--- config.mk ---
export PLATFORM = sky130hd
export DESIGN_NAME = dsp_preadd_mul
export DESIGN_NICKNAME = d
export VERILOG_FILES = /design/src/rtl/dsp_preadd_mul.sv
export SDC_FILE = /design/constraint.sdc
export NUM_CORES = 2
export LEC_CHECK = 0
export ABC_AREA = 1
export CAP_MARGIN = 20
export CORE_AREA = 2 2 413 415
export DETAILED_ROUTE_END_ITERATION = 12
export DIE_AREA = 0 0 415 417
export PLACE_DENSITY_LB_ADDON = 0.2
export SYNTH_ARGS = -nofsm -noshare
export SYNTH_HDL_FRONTEND = slang
export SYNTH_SLANG_ARGS = --single-unit
--- constraint.sdc ---
create_clock -name i_clk -period 10.6 [get_ports i_clk]
set_input_delay 2.12 -clock i_clk [delete_from_list [all_inputs] [get_ports i_clk]]
set_output_delay 2.12 -clock i_clk [all_outputs]
set_load 0.01 [all_outputs]
--- src/rtl/dsp_preadd_mul.sv ---
// Signed pipelined (A +/- B) * C with a fixed 3-cycle latency, valid-qualified, no backpressure.
// Define DSP_PREADD_SUB_EN to add i_preadd_sub, which selects A-B instead of A+B in the pre-adder.
module dsp_preadd_mul #(
  parameter int VALUE_WIDTH = 32
) (
  input  logic                            i_clk,
  input  logic                            i_reset,
  input  logic                            i_in_valid,
  input  logic signed [VALUE_WIDTH-1:0]   i_preadd_a,
  input  logic signed [VALUE_WIDTH-1:0]   i_preadd_b,
  input  logic signed [VALUE_WIDTH-1:0]   i_mul,
`ifdef DSP_PREADD_SUB_EN
  input  logic                            i_preadd_sub,
`endif
  output logic signed [2*VALUE_WIDTH:0]   o_out,
  output logic                            o_out_valid
);

  localparam int SW = VALUE_WIDTH + 1;
  localparam int PW = 2*VALUE_WIDTH + 1;

  logic signed [VALUE_WIDTH-1:0] s1_a, s1_b, s1_c;
  logic                          s1_valid;
  logic                          s1_sub;
  logic signed [SW-1:0]          s2_sum;
  logic signed [VALUE_WIDTH-1:0] s2_c;
  logic                          s2_valid;

  logic signed [SW-1:0] ext_a, ext_b;
  logic signed [PW-1:0] mul_x, mul_y;

  // Operands are widened as signed values, so every extension copies the sign bit.
  assign ext_a = SW'(s1_a);
  assign ext_b = SW'(s1_b);
  assign mul_x = PW'(s2_sum);
  assign mul_y = PW'(s2_c);

  always_ff @(posedge i_clk) begin
    if (i_reset) begin
      s1_a     <= '0;
      s1_b     <= '0;
      s1_c     <= '0;
      s1_sub   <= 1'b0;
      s1_valid <= 1'b0;
    end else begin
      s1_valid <= i_in_valid;
      if (i_in_valid) begin
        s1_a <= i_preadd_a;
        s1_b <= i_preadd_b;
        s1_c <= i_mul;
`ifdef DSP_PREADD_SUB_EN
        s1_sub <= i_preadd_sub;
`else
        s1_sub <= 1'b0;
`endif
      end
    end
  end

  always_ff @(posedge i_clk) begin
    if (i_reset) begin
      s2_sum   <= '0;
      s2_c     <= '0;
      s2_valid <= 1'b0;
    end else begin
      s2_valid <= s1_valid;
      if (s1_valid) begin
        s2_sum <= s1_sub ? (ext_a - ext_b) : (ext_a + ext_b);
        s2_c   <= s1_c;
      end
    end
  end

  // A (W+1) x W signed product always fits in 2W+1 bits, so no saturation is needed.
  always_ff @(posedge i_clk) begin
    if (i_reset) begin
      o_out       <= '0;
      o_out_valid <= 1'b0;
    end else begin
      o_out_valid <= s2_valid;
      if (s2_valid) begin
        o_out <= mul_x * mul_y;
      end
    end
  end

endmodule

# Yosys cells after proc, flatten, opt, wreduce, memory -nomap -nowiden
# Cells that the tools add are included.
totals:
  reg_bits: 229
  latch_bits: 0
  ramBits: 0
  rom_bits: 0
  input_bits: 99
  out_inout_bits: 66
  wordCells: 11
  mem_count: 0
classes:
  n_addsub: 1
  n_mul: 1
  div: 0
  n_lt_le_gt_ge: 0
  n_eq_ne: 0
  shifts: 0
  n_mux: 0
  n_bitwise: 0
  n_reduce_logical: 0
ops:
  columns: ["op", "count"]
  rows:
  - ["multiplier 33 x 32 -> 65 bit", 1]
  - ["adder 32 x 32 -> 33 bit", 1]

# Depth between registers and ports, before layout
depth:
  depth_word: 1
  ltp_mapped: 35
  mapped_depth_nobuf: 33

# Worst setup path before layout
# Ideal clock, no wire load.
synth_timing:
  kind: "register to register"
  startpoint: "reg s2_sum[32]"
  endpoint: "reg o_out[62]"
  setup_ns: 0.109
  t_arrival_ns: 7.091
  required_time_ns: 10.491
  setup_slack_ns: 3.400
  path_stages_with_launch: 29
  path_buffers: 2
  synth_period_minus_slack_ns: 7.200
  path_cell_list: "dfxtp_1 -> clkbuf_1 -> clkbuf_1 -> nand2_1 -> inv_1 -> fa_1 -> inv_1 -> fa_1 -> inv_1 -> fa_1 -> fa_1 -> inv_1 -> fa_1 -> inv_1 -> fa_1 -> inv_1 -> fa_1 -> inv_1 -> fa_1 -> ha_1 -> nand2_2 -> nor2_2 -> nand2_2 -> nor4_2 -> nand2_1 -> nand3_1 -> nand3_1 -> nand2_1 -> inv_1"
synth_between:
  elab_chain_cells: 1
synth_rtl:
  columns: ["element", "line", "text"]
  rows:
  - ["from (decl)", "25", "logic signed [SW-1:0] s2_sum;"]
  - ["from (signal assigned)", "68", "s2_sum <= s1_sub ? (ext_a - ext_b) : (ext_a + ext_b);"]
  - ["multiplier 33 x 32 -> 65 bit", "82", "o_out <= mul_x * mul_y;"]
  - ["to (signal assigned)", "82", null]
  - ["to (decl)", "15", "output logic signed [2*VALUE_WIDTH:0] o_out,"]
# No other way between the ends.
# A chain may end at the register's enable or synchronous reset.

# Worst setup path in the final report
layout_timing:
  startpoint: "reg s2_c[6]"
  endpoint: "reg o_out[64]"
layout_between:
  elab_chain_cells: 1
layout_rtl:
  columns: ["element", "line", "text"]
  rows:
  - ["from (decl)", "26", "logic signed [VALUE_WIDTH-1:0] s2_c;"]
  - ["from (signal assigned)", "63", "s2_c <= '0;"]
  - ["from (signal assigned)", "69", "s2_c <= s1_c;"]
  - ["multiplier 33 x 32 -> 65 bit", "82", null]
# No other way between the ends.

==> flow_summary_export.csv <==
group,metric,value,unit
synth,synth_top_area_cell,"fa_1",
layout,utilization,32.68,%
synth,yosys-top-cells-area,"fa_1 44%, inv_1 14%, nand2_1 12%",
worst_setup_path,r2r-start,"s2_c[6]",
hold_path,hold_depth,2,
layout,layoutNonFillerInstCount,8894,
synth,yosysUniqueCellTypes,45,
power_and_ir_drop,ir_drop,0.1054,mV
drt,final_antenna_net_count,0,
layout,syn_to_final_growth,9.590,%
sta,grt_setup_unrepaired,"false",
grt,grt_max_degree,86,
layout,drive_above_1_share,3.191,%
synth,async_flop_share,0,%
synth,synth.net_count,8129,
worst_setup_path,reg2reg_slack,2.22,ns
grt,grt-ovfl-total,0,
worst_setup_path,rr_worst_depth,28,
synth,synth_edf_count,0,
cts,cts_buffer_depth,3,
sta,finalCritPeriodShare,79.10,%
hold_path,hold_start,"s1_c[17]",
worst_setup_path,required,11.12,ns
die,initial_utilization,29.82,%
worst_setup_path,crit_path_start_kind,"flip-flop",
synth,ys_seq_area_share,9.121,%
layout,antennaDiodeCount,0,
synth,ys_ff_latch,229,
synth,synth-main-ff-cell,"dfxtp_1",
sta,hold_slack,0.4798,ns
drt,vias_per_cell,4.509,
grt,grt_antenna_before_repair,2,
worst_setup_path,cp-end-kind,"flip-flop",
cts,post_cts_resized,0,
cts,cts_inserted_buffers,30,
hold_path,min_path_type,"flip-flop to flip-flop",
cts,post_cts_buffers,0,
placement,dp.cells,8839,
placement,numPortBuffers,164,
outcome,status,"finished clean",
grt,grt_pass1_vias,43338,
cts,worstSkewPairLatency,0.62,ns
die,placement_rows,151,
sta,max_slew.worst_pin.slew,1.164,ns
cts,path_clk_slew,0.08,ns
power_and_ir_drop,power_density,117.2,mW/mm2
die,fp.dieArea,0.1731,mm2
synth,syn_inst,6699,
placement,place_hpwl,141200,um
cts,cts-root-buf,"clkbuf_16",
worst_setup_path,crit_arrival,8.91,ns
synth,synth_common_cells,"1924 x inv_1, 1662 x nand2_1, 1113 x fa_1, 548 x nor2_1, 309 x clkbuf_1",
worst_setup_path,cp_max_fo,18,
grt,grt_pass1_wl,266900,um
sta,clock.fmax,0.1193,GHz
die,io_pins,165,
sta,hold_viol_final,0,
cts,cts_hold_buf,0,
synth,netlist_area,0.05026,mm2
drt,finalWirelength,169200,um
sta,finalClockSkew,0.03231,ns
hold_path,whs_endpoint,"s2_c[17]",
worst_setup_path,crit_type,"flip-flop to flip-flop",
layout,n_fill_cell,18272,
power_and_ir_drop,power,6.456,mW
synth,syn_area_per_cell,7.503,um2
cts,htreeDepth,1,
worst_setup_path,r2r_end,"o_out[64]",
die,die_w,415,um
sta,maxSlewHeadroom,22.31,%
layout,nNetsFinal,8083,
sta,period_minus_slack,8.385,ns
sta,setup_tns,0,ns
cts,clock-sinks,229,
worst_setup_path,worst_path_max_delay_cell,"dfxtp_1",
sta,setup_violations,0,
synth,synth_top_area_share,44.33,%
grt,track_usage,20.03,%
sta,drv_slew,0,
drt,vias,40101,
worst_setup_path,slowest_delay,0.88,ns
flow_run,drv_cap,0,
die,core,0.1685,mm2
drt,routedWlPerCell,19.02,um
drt,drcViolationCount,0,
die,die_y,417,um
drt,first_pass_iters,6,
power_and_ir_drop,p_leak,31.72,nW
cts,cts_tree,"done",
drt,drt_iter0_markers,2572,
placement,routabilityCongestion,0.9030,
synth,ys_warn_count,0,
synth,synth.most_common_cell,"inv_1",
-- stage by stage --
step	cell area (um2)	setup slack, ns
floorplan	50260	3.400
global placement	54060	2.277
detailed placement	54060	2.229
CTS	55080	2.222
global route	55080	1.577
finish	55080	2.215
-- cells in the final DEF (no fill, tap or decap), types with 3 or more instances in the layout --
cell type	n
nor3_1	6
o21a_1	3
dfxtp_1	226
clkbuf_8	6
and3_1	4
o21ai_0	195
xnor2_1	16
nor2_2	24
nor4_1	6
clkbuf_16	31
xor2_1	22
nand2_2	25
a31oi_1	5
clkinv_2	5
or2_2	3
nor2_1	548
ha_1	218
fa_1	1113
a21oi_1	102
clkinv_4	3
o211ai_1	15
a21o_1	8
nand2_1	1662
nand4_1	34
clkbuf_1	4
o21bai_1	17
inv_1	1923
a21oi_2	3
buf_4	81
nand3b_1	3
nand3_1	153
o21ai_1	8
nand3_2	10
clkdlybuf4s50_1	162
a21boi_0	4
-- final cells by class --
class | instances | area [um2] | area share [%]
Clock inverter | 14 | 142.6 | 0.2590
Clock buffer | 41 | 873.3 | 1.586
Inverter | 1927 | 7236 | 13.14
Timing Repair Buffer | 246 | 2260 | 4.103
Tap cell | 2218 | 2775 | 5.038
Sequential cell | 229 | 4591 | 8.335
Multi-Input combinational cell | 4219 | 37200 | 67.54
-- routing by layer --
layer / GRT usage, % / share of wire [%]
met1: 28.73 / 47
met2: 33.05 / 46
met3: 1.780 / 4.3
met4: 3.792 / 2.1
met5: 0 / 0.0047
-- kinds of logic after synthesis --
| family | Yosys count | share of synthesized area (%) |
|---|---|---|
| simple gates | 2487 | 19.69 |
| fa+ha+maj | 1331 | 49.76 |
| compound gates | 363 | 3.911 |
| buf+inv | 2251 | 16.86 |
| flops | 229 | 9.121 |
| xor+xnor | 38 | 0.6622 |
-- critical path, delay by kind of cell, from the launching register on --
kind                     cells  cell delay [ns]
flip-flops                   1             0.88
adder cells (fa/ha/maj)      9             4.84
buffers and inverters        8             1.16
AND/OR/NAND/NOR             10             1.39
AO/OA/AOI/OAI                1             0.04
-- worst max path at each step --
stage | from | to | slack (ns) | cells after the start
5_1_grt | s2_c[6] | o_out[64] | 1.58 | 29
6_report | s2_c[6] | o_out[64] | 2.22 | 28
4_1_cts | s2_c[6] | o_out[64] | 2.22 | 28
3_3_place_gp | s2_c[6] | o_out[56] | 2.28 | 27
2_1_floorplan | s2_sum[32] | o_out[62] | 3.40 | 28
3_5_place_dp | s2_c[6] | o_out[64] | 2.23 | 28
-- state kept, by name, summed over array words and instances (netlist names) --
| name | cells |
|---|---|
| s2_sum | 33 |
| s1_c | 32 |
| s2_valid | 1 |
| o_out_valid | 1 |
| s1_a | 32 |
| s2_c | 32 |
| o_out | 65 |
| s1_valid | 1 |
| s1_b | 32 |
-- where the power goes --
part | total (mW) | internal [mW] | leakage, nW | switching, mW
sequential | 1.00 | 0.923 | 1.89 | 0.0783
combinational | 4.37 | 1.46 | 29.3 | 2.91
clock | 1.08 | 0.625 | 0.504 | 0.458
total | 6.46 | 3.01 | 31.7 | 3.45
No activity file was read; power rests on OpenSTA's default activity.
